File: config.mk
export PLATFORM = sky130hd
export DESIGN_NAME = cmp_share_arbiter_flat
export DESIGN_NICKNAME = d
export VERILOG_FILES = /design/src/rtl/cmp_share_arbiter_if.sv /design/src/rtl/cmp_share_arbiter.sv /design/src/flat_wrapper.sv
export SDC_FILE = /design/constraint.sdc
export NUM_CORES = 1
export LEC_CHECK = 0
export ABC_AREA = 1
export BUFFER_PORTS_ARGS = -buffer_cell sky130_fd_sc_hd__buf_2
export CAP_MARGIN = 20
export CORE_MARGIN = 2
export CORE_UTILIZATION = 52
export CTS_BUF_LIST = sky130_fd_sc_hd__clkbuf_16
export CTS_CLUSTER_DIAMETER = 80
export DETAILED_ROUTE_END_ITERATION = 16
export GPL_ROUTABILITY_DRIVEN = 0
export PLACE_DENSITY = 0.85
export SYNTH_ARGS = -nofsm -noshare
export SYNTH_HDL_FRONTEND = slang
export SYNTH_SLANG_ARGS = --single-unit
File: constraint.sdc
create_clock -name clk -period 1.95 [get_ports clk]
set_clock_uncertainty 0.05 [all_clocks]
set_input_delay 0.195 -clock clk [delete_from_list [all_inputs] [get_ports clk]]
set_output_delay 0.195 -clock clk [all_outputs]
set_load 0.03 [all_outputs]
File: src/rtl/cmp_share_arbiter_if.sv
// rtl/cmp_share_arbiter_if.sv - requester and comparator bus of the shared comparator arbiter
interface cmp_share_arbiter_if #(
  parameter int NUM_REQ = 4,
  parameter int WIDTH   = 4
);
  logic [NUM_REQ-1:0]       req;
  logic [NUM_REQ*WIDTH-1:0] req_a;
  logic [NUM_REQ*WIDTH-1:0] req_b;
  logic [NUM_REQ-1:0]       gnt;
  logic [WIDTH-1:0]         cmp_a;
  logic [WIDTH-1:0]         cmp_b;
  logic                     cmp_gt;
  logic                     cmp_eq;
  logic                     cmp_lt;
  logic [NUM_REQ-1:0]       rsp_valid;
  logic                     rsp_gt;
  logic                     rsp_eq;
  logic                     rsp_lt;
  logic                     busy;
  logic                     err_onehot;
  logic [15:0]              op_count;

  // Environment side: requesters plus the comparator flags
  modport master (
    output req, req_a, req_b, cmp_gt, cmp_eq, cmp_lt,
    input  gnt, cmp_a, cmp_b, rsp_valid, rsp_gt, rsp_eq, rsp_lt, busy, err_onehot, op_count
  );

  // Arbiter side
  modport slave (
    input  req, req_a, req_b, cmp_gt, cmp_eq, cmp_lt,
    output gnt, cmp_a, cmp_b, rsp_valid, rsp_gt, rsp_eq, rsp_lt, busy, err_onehot, op_count
  );
endinterface

File: src/rtl/cmp_share_arbiter.sv
// rtl/cmp_share_arbiter.sv - round-robin sharing of one magnitude comparator between requesters
module cmp_share_arbiter #(
  parameter int NUM_REQ = 4,
  parameter int WIDTH   = 4
) (
  input  logic               clk,
  input  logic               rst,
  cmp_share_arbiter_if.slave bus
);
  localparam int IDW = $clog2(NUM_REQ);

  localparam logic [1:0] S_IDLE = 2'd0;
  localparam logic [1:0] S_EVAL = 2'd1;
  localparam logic [1:0] S_RESP = 2'd2;

  logic [1:0]     state;
  logic [IDW-1:0] ptr;
  logic [IDW-1:0] id;
  logic [IDW-1:0] win_id;
  logic           win_found;
  logic           flags_onehot;

  // Round-robin search: first set req bit starting at ptr, wrapping modulo NUM_REQ
  always_comb begin : winner_search
    int j;
    j         = 0;
    win_found = 1'b0;
    win_id    = '0;
    for (int k = 0; k < NUM_REQ; k++) begin
      j = int'(ptr) + k;
      if (j >= NUM_REQ) j = j - NUM_REQ;
      if (!win_found && bus.req[j]) begin
        win_found = 1'b1;
        win_id    = IDW'(j);
      end
    end
  end

  assign flags_onehot = ({bus.cmp_gt, bus.cmp_eq, bus.cmp_lt} == 3'b100) ||
                        ({bus.cmp_gt, bus.cmp_eq, bus.cmp_lt} == 3'b010) ||
                        ({bus.cmp_gt, bus.cmp_eq, bus.cmp_lt} == 3'b001);

  assign bus.busy = (state != S_IDLE);

  // Grant / capture / respond sequencer; reset drops any in-flight operation
  always_ff @(posedge clk) begin
    if (rst) begin
      state          <= S_IDLE;
      ptr            <= '0;
      id             <= '0;
      bus.gnt        <= '0;
      bus.rsp_valid  <= '0;
      bus.cmp_a      <= '0;
      bus.cmp_b      <= '0;
      bus.rsp_gt     <= 1'b0;
      bus.rsp_eq     <= 1'b0;
      bus.rsp_lt     <= 1'b0;
      bus.err_onehot <= 1'b0;
      bus.op_count   <= '0;
    end else begin
      case (state)
        S_IDLE: begin
          if (win_found) begin
            bus.cmp_a <= bus.req_a[win_id*WIDTH +: WIDTH];
            bus.cmp_b <= bus.req_b[win_id*WIDTH +: WIDTH];
            bus.gnt   <= NUM_REQ'(1) << win_id;
            id        <= win_id;
            state     <= S_EVAL;
          end
        end
        S_EVAL: begin
          bus.rsp_gt    <= bus.cmp_gt;
          bus.rsp_eq    <= bus.cmp_eq;
          bus.rsp_lt    <= bus.cmp_lt;
          bus.rsp_valid <= NUM_REQ'(1) << id;
          bus.gnt       <= '0;
          if (!flags_onehot) bus.err_onehot <= 1'b1;
          state         <= S_RESP;
        end
        S_RESP: begin
          bus.rsp_valid <= '0;
          ptr           <= (id == IDW'(NUM_REQ - 1)) ? '0 : id + 1'b1;
          if (bus.op_count != 16'hFFFF) bus.op_count <= bus.op_count + 16'd1;
          state         <= S_IDLE;
        end
        default: state <= S_IDLE;
      endcase
    end
  end
endmodule

File: src/flat_wrapper.sv
// flat-port wrapper written by rule: the top's interface ports become plain ports
module cmp_share_arbiter_flat 
#(
  parameter int NUM_REQ = 4,
  parameter int WIDTH   = 4
)
  (clk, rst, bus_req, bus_req_a, bus_req_b, bus_cmp_gt, bus_cmp_eq, bus_cmp_lt, bus_gnt, bus_cmp_a, bus_cmp_b, bus_rsp_valid, bus_rsp_gt, bus_rsp_eq, bus_rsp_lt, bus_busy, bus_err_onehot, bus_op_count);
  cmp_share_arbiter_if #(.NUM_REQ(NUM_REQ), .WIDTH(WIDTH)) bus_i ();
  input  logic clk;
  input  logic rst;
  input wire logic [$bits(bus_i.req)-1:0] bus_req;
  input wire logic [$bits(bus_i.req_a)-1:0] bus_req_a;
  input wire logic [$bits(bus_i.req_b)-1:0] bus_req_b;
  input wire logic [$bits(bus_i.cmp_gt)-1:0] bus_cmp_gt;
  input wire logic [$bits(bus_i.cmp_eq)-1:0] bus_cmp_eq;
  input wire logic [$bits(bus_i.cmp_lt)-1:0] bus_cmp_lt;
  output wire logic [$bits(bus_i.gnt)-1:0] bus_gnt;
  output wire logic [$bits(bus_i.cmp_a)-1:0] bus_cmp_a;
  output wire logic [$bits(bus_i.cmp_b)-1:0] bus_cmp_b;
  output wire logic [$bits(bus_i.rsp_valid)-1:0] bus_rsp_valid;
  output wire logic [$bits(bus_i.rsp_gt)-1:0] bus_rsp_gt;
  output wire logic [$bits(bus_i.rsp_eq)-1:0] bus_rsp_eq;
  output wire logic [$bits(bus_i.rsp_lt)-1:0] bus_rsp_lt;
  output wire logic [$bits(bus_i.busy)-1:0] bus_busy;
  output wire logic [$bits(bus_i.err_onehot)-1:0] bus_err_onehot;
  output wire logic [$bits(bus_i.op_count)-1:0] bus_op_count;
  assign bus_i.req = bus_req;
  assign bus_i.req_a = bus_req_a;
  assign bus_i.req_b = bus_req_b;
  assign bus_i.cmp_gt = bus_cmp_gt;
  assign bus_i.cmp_eq = bus_cmp_eq;
  assign bus_i.cmp_lt = bus_cmp_lt;
  assign bus_gnt = bus_i.gnt;
  assign bus_cmp_a = bus_i.cmp_a;
  assign bus_cmp_b = bus_i.cmp_b;
  assign bus_rsp_valid = bus_i.rsp_valid;
  assign bus_rsp_gt = bus_i.rsp_gt;
  assign bus_rsp_eq = bus_i.rsp_eq;
  assign bus_rsp_lt = bus_i.rsp_lt;
  assign bus_busy = bus_i.busy;
  assign bus_err_onehot = bus_i.err_onehot;
  assign bus_op_count = bus_i.op_count;
  cmp_share_arbiter #(.NUM_REQ(NUM_REQ), .WIDTH(WIDTH)) u_core (.clk(clk), .rst(rst), .bus(bus_i));
endmodule
== Word level (Yosys, flattened, before mapping) ==
Index checks and enable logic that the tools add are counted.

* Register bits after elaboration: 42
* Input port bits: 41
* Output and inout port bits: 37
* Logic and storage cells: 88

* Add/sub/neg operators: 9
* Magnitude comparators: 8
* Equality and inequality tests: 8
* Shift-type cells: 4
* Mux-type cells: 30
* Bitwise logic cells: 1
* Reductions and logical operators: 16

{| class="wikitable"
|+ Operators by type and width
! cell !! number
|-
| $lt 32x4->1 const B || 4
|-
| $mux 32 || 4
|-
| $ge 32x4->1 const B || 3
|-
| $sub 32x4->32 const B || 3
|-
| $shiftx 16x5->4 || 2
|-
| $add 16x1->16 const B || 1
|-
| $ne 16x16->1 const B || 1
|-
| $pmux 4 s2 || 2
|-
| $mux 1 || 12
|-
| $mux 2 || 6
|-
| $bmux 1 s2 || 4
|-
| $reduce_and 2->1 || 4
|-
| $shl 1x2->4 const A || 2
|-
| $add 2x2->3 const B || 2
|-
| $reduce_bool 2->1 || 3
|-
| $eq 2x2->1 const B || 2
|-
| $mux 4 || 1
|-
| $pmux 2 s2 || 1
|-
| $sub 2x3->4 const B || 1
|-
| $add 2x1->3 const B || 1
|-
| $eq 3x1->1 const B || 1
|-
| $eq 3x2->1 const B || 1
|-
| $eq 3x3->1 const B || 1
|-
| $ge 2x3->1 const B || 1
|-
| other kinds (8) || 13
|}

== Longest topological paths before layout ==
Gate-level depths: netlist (run 1).

* Depth in word-level cells: 18
* Depth in mapped cells: 16
* Gate-level depth less buffers: 15

== Worst setup path after synthesis (run 1) ==
No wires, ideal clock.

* Path kind: flip-flop to flip-flop
* From: register u_core.bus.op_count[0]
* To: register u_core.bus.op_count[8]
* Setup time: 0.116 ns
* Arrival time: 1.789 ns
* Required time: 1.784 ns
* Path slack: -0.004 ns
* Cell stages (with the launch flop): 12
* Buffers on the path: 0
* Period minus slack after synthesis: 1.954 ns
* Cells stage by stage: dfxtp_1 ha_1 nand3_1 nor2_1 nand3_1 nand2_2 nor3_1 nand2_1 nor2_1 nand2_1 o21ai_0 nor2_1

* Longest elaborated chain between the ends: 2
* Elaborated cells between the ends (all ways): 3
* Those cells by class: 1 x add/sub; 1 x eq/ne; 1 x reduce/logical

{| class="wikitable"
|+ RTL lines
! item !! RTL line !! source
|-
| from (decl) || cmp_share_arbiter_if.sv:32 || <nowiki>output gnt, cmp_a, cmp_b, rsp_valid, rsp_gt, rsp_eq, rsp_lt, busy, err_onehot, op_count</nowiki>
|-
| from (signal assigned) || cmp_share_arbiter.sv:83 || <nowiki>if (bus.op_count != 16'hFFFF) bus.op_count <= bus.op_count + 16'd1;</nowiki>
|-
| branches (longest 2 deep; another with $add 16x1->16) || n/a ||
|}

Parallel ways; which one is timed is not known.
A chain may end at the register's enable or synchronous reset.

== Worst setup path after layout (run 1) ==
* From: register u_core.bus.op_count[12]
* To: register u_core.bus.op_count[7]

* Longest elaborated chain between the ends: 2

{| class="wikitable"
|+ RTL lines
! item !! RTL line
|-
| $ne 16x16->1 || cmp_share_arbiter.sv:83
|-
| $reduce_and 2->1 (no source line) || n/a
|}

Every way passes these cells.

==> impl_metrics.py, run 1 <==
metrics = {
    "power_and_ir_drop": {
        "peakVddDrop_uv": 864.4,
        "pwr_density_cell_nw_per_um2": 1213,
        "static-leakage-power_nw": 1.759,
    },
    "cts": {
        "number_of_buffers_created_by_cts": 5,
        "register_clock_pin_slew_on_the_reported_worst_setup_and_hold_paths_ns": 0.06,
        "clockBufferDepth": 2,
        "clkSinkCount": 42,
        "htree_num_levels": 2,
        "postCtsHoldBufs": 0,
        "clk-insertion-delay-late_ns": 0.29,
        "cts_tree": "built",
        "clockRootBuffer": "sky130_fd_sc_hd__clkbuf_16",
    },
    "cells_and_area": {
        "num_antenna_cells": 0,
        "ff_latch_area_um2": 848.3,
        "design_area_um2": 3496,
        "fillCellCount": 350,
        "share_of_post_route_cells_with_drive_strength_above_1": 0.3327,
        "design.final.nets": 542,
        "synthToLayoutAreaGrowth_pct": 36.36,
        "multiInputGateArea_um2": 1652,
    },
    "synth": {
        "syn-cell-area_um2": 2564,
        "yosys_warning_total": 0,
        "synth_seq_cells": 42,
        "synthFlopType": "sky130_fd_sc_hd__dfxtp_1",
        "synth-seq-area-share": 0.3280,
        "synth_largest_type_area_fraction": 0.3280,
        "ys_types": 29,
        "synth.avg_cell_area_um2": 6.507,
        "post-synth-top-count-cell": "sky130_fd_sc_hd__nand2_1",
        "syn-instance-count": 394,
        "cell_type_contributing_the_most_total_cell_area_after_synthesis": "sky130_fd_sc_hd__dfxtp_1",
        "synthesis.nets": 444,
        "synth_edf_count": 0,
        "yosys-top-cells-count": "113 x sky130_fd_sc_hd__nand2_1, 42 x sky130_fd_sc_hd__dfxtp_1, 42 x sky130_fd_sc_hd__inv_1",
        "ys_async_sr_fraction": 0,
        "synth.area.top_cells": "sky130_fd_sc_hd__dfxtp_1 33%, sky130_fd_sc_hd__nand2_1 17%, sky130_fd_sc_hd__nand3_1 7.6%",
    },
    "global_routing": {
        "grt_antenna_before_repair": 0,
        "grt_max_degree": 22,
        "grt_pass1_vias": 2669,
        "grt_first_pass_wirelength_um": 11010,
        "overflow": 0,
        "grt_util_all_layers": 0.2534,
    },
    "sta": {
        "final.hold.worst_slack_ns": 0.1258,
        "max_freq_mhz": 503.9,
        "worst-slew-pin-transition_ns": 0.6383,
        "slew-limit-headroom": 0.5740,
        "finalWorstPathRequiredPeriod_ns": 1.984,
        "worst_slack_ns": -0.03445,
        "report.final.slew_viol_count": 0,
        "final_hold_viol_count": 0,
        "finalSetupViolations": 3,
        "final.period_utilization": 1.018,
    },
    "critical_path": {
        "critical_path_peak_fanout": 4,
        "arrival_ns": 2.12,
        "crit_required_ns": 2.08,
        "startpoint_type": "register",
        "worstSetupPathType": "reg -> reg",
        "endpoint_kind": "register",
    },
    "drt": {
        "route.vias.total": 3019,
        "antenna_violating_nets_post_route": 0,
        "route.detailed.wl_per_inst_um": 13.76,
        "postRouteWirelength_um": 7705,
        "vias_per_cell": 5.391,
        "detail_route.first_pass.iterations": 5,
        "remaining_drc_errors": 0,
        "drt-initial-drc-count": 290,
    },
    "placement": {
        "postPlaceCellArea_um2": 3032,
        "hpwlAfterDp_um": 4868,
        "port_buffers": 77,
        "pre_cts_ws_ns": -0.03967,
    },
    "outcome": {
        "outcome": "complete, but fails checks",
        "violations": "setup timing",
    },
    "die": {
        "placeableCoreArea_um2": 4723,
        "initial_utilization": 0.5428,
        "fp.dieArea_um2": 5508,
        "fp-row-count": 25,
        "boundaryPins": 78,
        "die-height_um": 74.22,
        "width_of_the_die_um": 74.22,
    },
    "flow_run": {
        "maxCapViolations": 0,
    },
    "worst_hold_path": {
        "hold_path_class": "in -> reg",
    },
}
## layout by cell type, fill, tap and decap left out, drive strengths merged, types with 4 or more instances in the layout
| cell | count |
|---|---|
| nand2 | 121 |
| buf | 101 |
| inv | 47 |
| nand3 | 46 |
| dfxtp | 42 |
| nor2 | 42 |
| a21oi | 28 |
| o21ai | 17 |
| nand4 | 12 |
| nor3 | 11 |
| ha | 9 |
| clkbuf | 5 |
| nor4 | 4 |
## final timing paths
path                           start                       to  slack [ns]  depth (start not counted)
max          u_core.bus.op_count[12]   u_core.bus.op_count[7]       -0.03                          9
min                       bus_cmp_gt        u_core.bus.rsp_gt        0.13                          3
max reg2reg  u_core.bus.op_count[12]   u_core.bus.op_count[7]       -0.03                          9
min reg2reg  u_core.bus.rsp_valid[2]  u_core.bus.rsp_valid[2]        0.42                          2
## routing by layer
layer,wire (µm),GRT usage,part of all wire,vias up
li1,-,-,-,1481
met1,3149,0.3031,0.41,1378
met2,3853,0.4415,0.50,140
met3,539,0.05556,0.070,20
met4,162,0.1012,0.021,0
met5,0,0,0,-
## repair_timing
| item | 4_1_cts | 5_1_grt |
|---|---|---|
| setup buffers | 3 | 10 |
| endpoints found under the setup margin | 11 | 23 |
| gates resized for setup | 3 | 56 |
| cloned | 0 | 1 |
| endpoints found under the hold margin | 0 | 0 |
| pin swaps | 1 | 20 |
## state kept, by name, summed over array words and instances (netlist names)
name / flops
u_core.ptr: 2
u_core.bus.cmp_b: 4
u_core.bus.rsp_gt: 1
u_core.id: 2
u_core.bus.err_onehot: 1
u_core.state: 2
u_core.bus.gnt: 4
u_core.bus.op_count: 16
u_core.bus.cmp_a: 4
u_core.bus.rsp_valid: 4
u_core.bus.rsp_lt: 1
u_core.bus.rsp_eq: 1
## stage by stage
step                      setup TNS, ns  total power (W)  utilization  std cells
after CTS                      -0.07745         0.003839       0.6803        549
after global routing            -0.6843         0.004489       0.7401        560
after detailed placement        -0.2103         0.002946       0.6419        538
after global placement                0         0.002894       0.6419        538
final                          -0.04922         0.004242       0.7401        560
after floorplan                       0         0.002542            -        394
## power by group
| group | leakage, nW | switching [W] | internal (W) | total [W] |
|---|---|---|---|---|
| Clock | 0.0750 | 0.000351 | 0.000470 | 0.000821 |
| Combinational | 1.34 | 0.00146 | 0.000814 | 0.00227 |
| Sequential | 0.344 | 0.000121 | 0.00103 | 0.00115 |
| Total | 1.76 | 0.00193 | 0.00231 | 0.00424 |
## cells by family (layout without fill, tap and decap cells)
kind of cell	count (synthesis)	after routing	synth area share
DFF	42	42	0.3280
adders and majority gates	9	9	0.04392
AOI/OAI and AO/OA	47	47	0.09615
buffers and inverters	57	155	0.1010
and+or+nand+nor	236	237	0.4207
xor gates and xnor gates	3	3	0.01025
## layout make-up
class / count / area share
Tap cell: 67 / 0.02398
Inverter: 46 / 0.05297
Multi-Input combinational cell: 296 / 0.4724
Clock inverter: 3 / 0.005011
Timing Repair Buffer: 101 / 0.1671
Clock buffer: 5 / 0.03579
Sequential cell: 42 / 0.2427
## critical path, stage by stage, from the launching register on
cell and delay [ns]:
sky130_fd_sc_hd__dfxtp_1 0.40, sky130_fd_sc_hd__inv_1 0.11, sky130_fd_sc_hd__nor3_1 0.46, sky130_fd_sc_hd__nand3_1 0.21, sky130_fd_sc_hd__nand2_2 0.17, sky130_fd_sc_hd__nor3_2 0.08, sky130_fd_sc_hd__nand2_1 0.11, sky130_fd_sc_hd__inv_1 0.10
sky130_fd_sc_hd__a21oi_1 0.14, sky130_fd_sc_hd__nor2_1 0.06
Power figures use the tool's default switching activity.
==> inputs of run 2 (changes only) <==
--- a/config.mk
+++ b/config.mk
@@ -8,13 +8,16 @@
 export ABC_AREA = 1
 export BUFFER_PORTS_ARGS = -buffer_cell sky130_fd_sc_hd__buf_2
 export CAP_MARGIN = 20
+export CELL_PAD_IN_SITES_DETAIL_PLACEMENT = 2
+export CELL_PAD_IN_SITES_GLOBAL_PLACEMENT = 2
 export CORE_MARGIN = 2
-export CORE_UTILIZATION = 52
+export CORE_UTILIZATION = 27
 export CTS_BUF_LIST = sky130_fd_sc_hd__clkbuf_16
 export CTS_CLUSTER_DIAMETER = 80
 export DETAILED_ROUTE_END_ITERATION = 16
 export GPL_ROUTABILITY_DRIVEN = 0
-export PLACE_DENSITY = 0.85
+export PLACE_DENSITY = 0.84
+export RECOVER_POWER = 50
 export SYNTH_ARGS = -nofsm -noshare
 export SYNTH_HDL_FRONTEND = slang
 export SYNTH_SLANG_ARGS = --single-unit
==> impl_metrics.py, run 2 (same netlist as run 1, synthesis figures left out) <==
metrics = {
    "critical_path": {
        "worstSetupPathType": "reg -> reg",
        "crit_chain": "buf_8, nand2_1, nand2_1, nand2_2, nand2_4, nor2_4, nand3_2, nand3_4, nor2_4, nand2_1, nand2_1, nor2_1, nor2_1",
        "critical_path_depth": 13,
        "r2r_slack_ns": -0.05,
        "cpPeakStageDelay_ns": 0.38,
        "endpoint_kind": "register",
        "timing.critical_path.max_delay_family": "simple AND/OR/NAND/NOR gates",
        "critical-path-slowest-cell": "sky130_fd_sc_hd__dfxtp_4",
        "r2r.worst_path.cells": 13,
        "critical_path.n_buffers_inverters": 1,
        "crit_required_ns": 2.08,
        "cell_mode_on_critical_path": "sky130_fd_sc_hd__nand2_1",
        "arrival_ns": 2.12,
        "critical_path_peak_fanout": 7,
        "startpoint_type": "register",
    },
    "outcome": {
        "violations": "setup timing",
        "outcome": "complete, but fails checks",
    },
    "cells_and_area": {
        "num_antenna_cells": 0,
        "synthToLayoutAreaGrowth_pct": 47.49,
        "layout.cells.most_common": "sky130_fd_sc_hd__nand2_1",
        "design_area_um2": 3781,
        "share_of_post_route_cells_with_drive_strength_above_1": 0.3137,
        "ff_latch_area_um2": 848.3,
        "largest-register": "u_core.bus.op_count",
        "design.final.nets": 559,
        "fillCellCount": 1120,
        "layout.cells.most_common_list": "93 x sky130_fd_sc_hd__nand2_1, 41 x sky130_fd_sc_hd__buf_2, 40 x sky130_fd_sc_hd__inv_1, 40 x sky130_fd_sc_hd__dfxtp_1",
        "finish.cell_count_without_fillers": 639,
        "multiInputGateArea_um2": 1750,
        "largest_reg_flops": 16,
        "post-route-util": 0.4092,
    },
    "power_and_ir_drop": {
        "pwr_density_cell_nw_per_um2": 1242,
        "peakVddDrop_uv": 712.4,
        "static-leakage-power_nw": 1.758,
    },
    "drt": {
        "postRouteWirelength_um": 11640,
        "route.vias.total": 3147,
        "remaining_drc_errors": 0,
        "vias_per_cell": 4.925,
        "drt-initial-drc-count": 70,
        "detail_route.first_pass.iterations": 4,
        "route.detailed.wl_per_inst_um": 18.21,
        "antenna_violating_nets_post_route": 0,
    },
    "sta": {
        "report.final.slew_viol_count": 0,
        "worst-slew-pin-transition_ns": 0.6941,
        "max_freq_mhz": 500.8,
        "final_hold_viol_count": 0,
        "final.period_utilization": 1.024,
        "finalWorstPathRequiredPeriod_ns": 1.997,
        "finalSetupViolations": 6,
        "unrepaired_setup_endpoints_after_global_routing": "yes",
        "totalNegativeSetupSlack_ns": -0.1965,
        "slew-limit-headroom": 0.5368,
        "worst_slack_ns": -0.04676,
    },
    "die": {
        "fp.dieArea_um2": 10290,
        "boundaryPins": 78,
        "die-height_um": 101.4,
        "width_of_the_die_um": 101.4,
        "fp-row-count": 35,
        "placeableCoreArea_um2": 9240,
        "initial_utilization": 0.2775,
    },
    "cts": {
        "htree_num_levels": 2,
        "clk-insertion-delay-late_ns": 0.29,
        "clockRootBuffer": "sky130_fd_sc_hd__clkbuf_16",
        "clockBufferDepth": 2,
        "number_of_buffers_created_by_cts": 5,
        "register_clock_pin_slew_on_the_reported_worst_setup_and_hold_paths_ns": 0.07,
        "cts_tree": "built",
        "clkSinkCount": 42,
    },
    "global_routing": {
        "grt_max_degree": 22,
        "grt_antenna_before_repair": 0,
        "grt_util_all_layers": 0.1998,
        "grt_pass1_vias": 3336,
        "grt_first_pass_wirelength_um": 16090,
        "overflow": 0,
    },
    "placement": {
        "postPlaceCellArea_um2": 3294,
        "placed_cells_incl_taps": 623,
        "pre_cts_ws_ns": -0.1572,
        "hpwlAfterDp_um": 7439,
        "port_buffers": 77,
    },
    "flow_run": {
        "maxCapViolations": 0,
    },
    "worst_hold_path": {
        "hold_path_class": "in -> reg",
        "min_path_cells": 3,
    },
}
[run 2: cell types whose count changed in the layout (fill, tap and decap cells not counted), moves of 2 or more]
cell                       previous run  this run
sky130_fd_sc_hd__buf_6                5         2
sky130_fd_sc_hd__inv_2                0         2
sky130_fd_sc_hd__nand2_4              8        11
sky130_fd_sc_hd__clkbuf_1             0        36
sky130_fd_sc_hd__inv_1               43        40
sky130_fd_sc_hd__buf_2               77        41
sky130_fd_sc_hd__o21ai_1              0         2
sky130_fd_sc_hd__nand2_2             19        17
sky130_fd_sc_hd__nand3_2              5        14
sky130_fd_sc_hd__nor3_1               9         7
sky130_fd_sc_hd__buf_4               19        36
sky130_fd_sc_hd__nand3_1             36        26
[run 2: what timing repair did]
item,in CTS,in global routing
hold buffers,0,0
setup buffers,0,6
gates resized for setup,6,74
pin swaps,0,23
cloned,0,2
setup endpoints to repair,13,23
[run 2: per-layer routing]
metal  up-vias  track usage  wire, µm
met1      1534       0.2305      4729
met4         0      0.05198       252
met2        85       0.3678      6199
li1       1506            -         -
met5         -            0         0
met3        22      0.04831       457
[run 2: power by group]
part           leakage, nW  switching, W  internal (W)
clock               0.0836      0.000375      0.000600
sequential           0.344      0.000137       0.00103
combinational         1.33       0.00169      0.000866
total                 1.76       0.00220       0.00250
[run 2: layout make-up]
type,count,area share
timing repair buffer,117,0.1767
clock buffer,5,0.03309
clock inverter,3,0.01059
multi-input combinational,297,0.4629
tap,129,0.04269
inverter,46,0.04964
sequential,42,0.2244
[run 2: path summary, 6_finish.rpt]
check                                from                       to
setup / recovery            u_core.ptr[0]      u_core.bus.cmp_b[0]
hold / removal                 bus_cmp_gt        u_core.bus.rsp_gt
setup reg to reg            u_core.ptr[0]      u_core.bus.cmp_b[0]
hold reg to reg   u_core.bus.rsp_valid[3]  u_core.bus.rsp_valid[3]
[run 2: worst min-delay path, delay by kind of cell]
kind | cells | cell delay (ns)
and+or+nand+nor | 2 | 0.13
buffers and inverters | 1 | 0.11
[run 2: through the flow]
stage | total power (W) | hold slack (ns)
CTS | 0.004255 | 0.1317
detailed placement | 0.003219 | 0.4099
global placement | 0.003116 | 0.3979
floorplan | 0.002542 | 0.2799
global route | 0.004986 | 0.1484
finish | 0.004697 | 0.1322
==> inputs of run 3 (changes only) <==
--- a/config.mk
+++ b/config.mk
@@ -16,6 +16,7 @@
 export CTS_CLUSTER_DIAMETER = 80
 export DETAILED_ROUTE_END_ITERATION = 16
 export GPL_ROUTABILITY_DRIVEN = 0
+export GPL_TIMING_DRIVEN = 0
 export PLACE_DENSITY = 0.84
 export RECOVER_POWER = 50
 export SYNTH_ARGS = -nofsm -noshare
==> impl_metrics.py, run 3 (same netlist as run 1, synthesis figures left out) <==
metrics = {
    "critical_path": {
        "cell_mode_on_critical_path": "sky130_fd_sc_hd__nand2_4",
        "crit_required_ns": 2.10,
        "critical_path_peak_fanout": 5,
        "critical-path-slowest-cell": "sky130_fd_sc_hd__dfxtp_4",
        "crit_chain": "buf_8, nand2_4, nand2_4, nand2_4, nand2_4, nor2_4, nand3_4, buf_6, nand3_4, clkbuf_16, buf_4, nand3_1, a21oi_1",
        "r2r.worst_path.cells": 13,
        "cpPeakStageDelay_ns": 0.37,
        "startpoint_type": "register",
        "worstSetupPathType": "reg -> reg",
        "arrival_ns": 2.19,
        "endpoint_kind": "register",
    },
    "drt": {
        "drt-initial-drc-count": 69,
        "route.vias.total": 3206,
        "antenna_violating_nets_post_route": 0,
        "route.detailed.wl_per_inst_um": 19.42,
        "remaining_drc_errors": 0,
        "postRouteWirelength_um": 12290,
        "detail_route.first_pass.iterations": 4,
        "vias_per_cell": 5.065,
    },
    "cells_and_area": {
        "fillCellCount": 1104,
        "design.final.nets": 553,
        "largest_reg_flops": 16,
        "multiInputGateArea_um2": 1847,
        "layout.cells.most_common": "sky130_fd_sc_hd__nand2_1",
        "num_antenna_cells": 0,
        "share_of_post_route_cells_with_drive_strength_above_1": 0.3611,
        "largest-register": "u_core.bus.op_count",
        "ff_latch_area_um2": 850.8,
        "design_area_um2": 3866,
        "post-route-util": 0.4184,
        "layout.cells.most_common_list": "83 x sky130_fd_sc_hd__nand2_1, 47 x sky130_fd_sc_hd__buf_2, 39 x sky130_fd_sc_hd__inv_1",
        "synthToLayoutAreaGrowth_pct": 50.81,
    },
    "power_and_ir_drop": {
        "p_int_w": 0.002518,
        "power.share.combinational": 0.595,
        "p_clk_frac": 0.166,
        "switchingPower_w": 0.002397,
        "peakVddDrop_uv": 547.6,
        "power.sequential.fraction": 0.239,
        "pwr_density_cell_nw_per_um2": 1271,
        "power_switching_share": 0.4876,
        "static-leakage-power_nw": 1.742,
    },
    "outcome": {
        "violations": "setup timing",
        "outcome": "complete, but fails checks",
    },
    "sta": {
        "final.period_utilization": 1.046,
        "report.final.slew_viol_count": 0,
        "final_hold_viol_count": 0,
        "worst-slew-pin-transition_ns": 0.6142,
        "final.hold.worst_slack_ns": 0.1290,
        "finalWorstPathRequiredPeriod_ns": 2.039,
        "unrepaired_setup_endpoints_after_global_routing": "yes",
        "slew-limit-headroom": 0.5906,
        "max_freq_mhz": 490.4,
        "finalSetupViolations": 9,
        "worst_slack_ns": -0.08908,
        "totalNegativeSetupSlack_ns": -0.3642,
    },
    "worst_hold_path": {
        "min_path_cells": 3,
        "hold_path_class": "in -> reg",
    },
    "placement": {
        "postPlaceCellArea_um2": 3113,
        "port_buffers": 77,
        "pre_cts_ws_ns": -0.2774,
        "hpwlAfterDp_um": 7154,
    },
    "global_routing": {
        "overflow": 0,
        "grt_util_all_layers": 0.1987,
        "grt_pass1_vias": 3315,
        "grt_max_degree": 13,
        "grt_antenna_before_repair": 0,
        "grt_first_pass_wirelength_um": 16170,
    },
    "die": {
        "boundaryPins": 78,
        "die-height_um": 101.4,
        "fp.dieArea_um2": 10290,
        "fp-row-count": 35,
        "width_of_the_die_um": 101.4,
        "placeableCoreArea_um2": 9240,
        "initial_utilization": 0.2775,
    },
    "cts": {
        "clkSinkCount": 42,
        "number_of_buffers_created_by_cts": 5,
        "clk-insertion-delay-late_ns": 0.29,
        "htree_num_levels": 2,
        "clockRootBuffer": "sky130_fd_sc_hd__clkbuf_16",
        "clockBufferDepth": 2,
        "register_clock_pin_slew_on_the_reported_worst_setup_and_hold_paths_ns": 0.06,
        "cts_tree": "built",
    },
    "flow_run": {
        "maxCapViolations": 0,
    },
}
==> run 3: cell count changes in the layout (fill, tap and decap cells not counted), moves of 3 or more <==
cell and delta:
sky130_fd_sc_hd__nor2_2 +6, sky130_fd_sc_hd__nand2_4 +3, sky130_fd_sc_hd__o21ai_1 +3, sky130_fd_sc_hd__nand3_1 -7, sky130_fd_sc_hd__nor2_1 -6, sky130_fd_sc_hd__buf_2 +6
sky130_fd_sc_hd__nand2_1 -10, sky130_fd_sc_hd__nand3_2 +5, sky130_fd_sc_hd__buf_4 -18, sky130_fd_sc_hd__o21ai_0 -3, sky130_fd_sc_hd__buf_6 +4, sky130_fd_sc_hd__nand2_2 +7
==> run 3: stage by stage <==
stage | instances | total power, W
global route | 633 | 0.005194
finish | 633 | 0.004915
floorplan | 394 | 0.002542
global placement | 600 | 0.003041
detailed placement | 600 | 0.003135
CTS | 614 | 0.004083
==> run 3: power by group through the flow <==
stage | Sequential (W) | Clock, W | Combinational [W]
finish | 0.00118 | 0.000814 | 0.00292
global route | 0.00119 | 0.000859 | 0.00314
CTS | 0.00114 | 0.000815 | 0.00212
detailed placement | 0.00115 | 0 | 0.00198
global placement | 0.00115 | 0 | 0.00189
floorplan | 0.00139 | 0 | 0.00115
==> run 3: critical path: cells and delay by family, from the launching register on <==
family | cells | cell delay [ns]
AND/OR/NAND/NOR | 8 | 0.79
buffers and inverters | 4 | 0.54
flip-flops | 1 | 0.37
AO/OA/AOI/OAI | 1 | 0.20
==> run 3: layout make-up <==
| class | count | area share |
|---|---|---|
| Buffer | 11 | 0.02621 |
| Clock buffer | 5 | 0.03236 |
| Clock inverter | 3 | 0.003236 |
| Inverter | 46 | 0.04790 |
| Multi-Input combinational cell | 296 | 0.4777 |
| Sequential cell | 42 | 0.2201 |
| Tap cell | 129 | 0.04175 |
| Timing Repair Buffer | 101 | 0.1508 |
==> run 3: path summary, 6_finish.rpt <==
kind | from | end | slack (ns)
worst min register to register | u_core.bus.gnt[3] | u_core.bus.gnt[3] | 0.44
worst max-delay path | u_core.ptr[0] | u_core.bus.gnt[2] | -0.09
worst min-delay path | bus_cmp_gt | u_core.bus.rsp_gt | 0.13
worst max register to register | u_core.ptr[0] | u_core.bus.gnt[2] | -0.09
==> run 3: repair_timing <==
action,in CTS,in global routing
setup endpoints to repair,24,21
hold buffers,0,0
endpoints found under the hold margin,0,0
resized for setup,19,102
pin swaps,6,42
gates cloned,0,5
buffers inserted,6,14
==> run 3: metal layers <==
| layer | share of wire | GRT usage | wire (µm) | vias to the layer above |
|---|---|---|---|---|
| met5 | 0 | 0 | 0 | - |
| met4 | 0.035 | 0.03430 | 435 | 0 |
| met3 | 0.044 | 0.03727 | 544 | 34 |
| met2 | 0.53 | 0.3821 | 6469 | 97 |
| met1 | 0.39 | 0.2293 | 4842 | 1583 |
| li1 | - | - | - | 1492 |
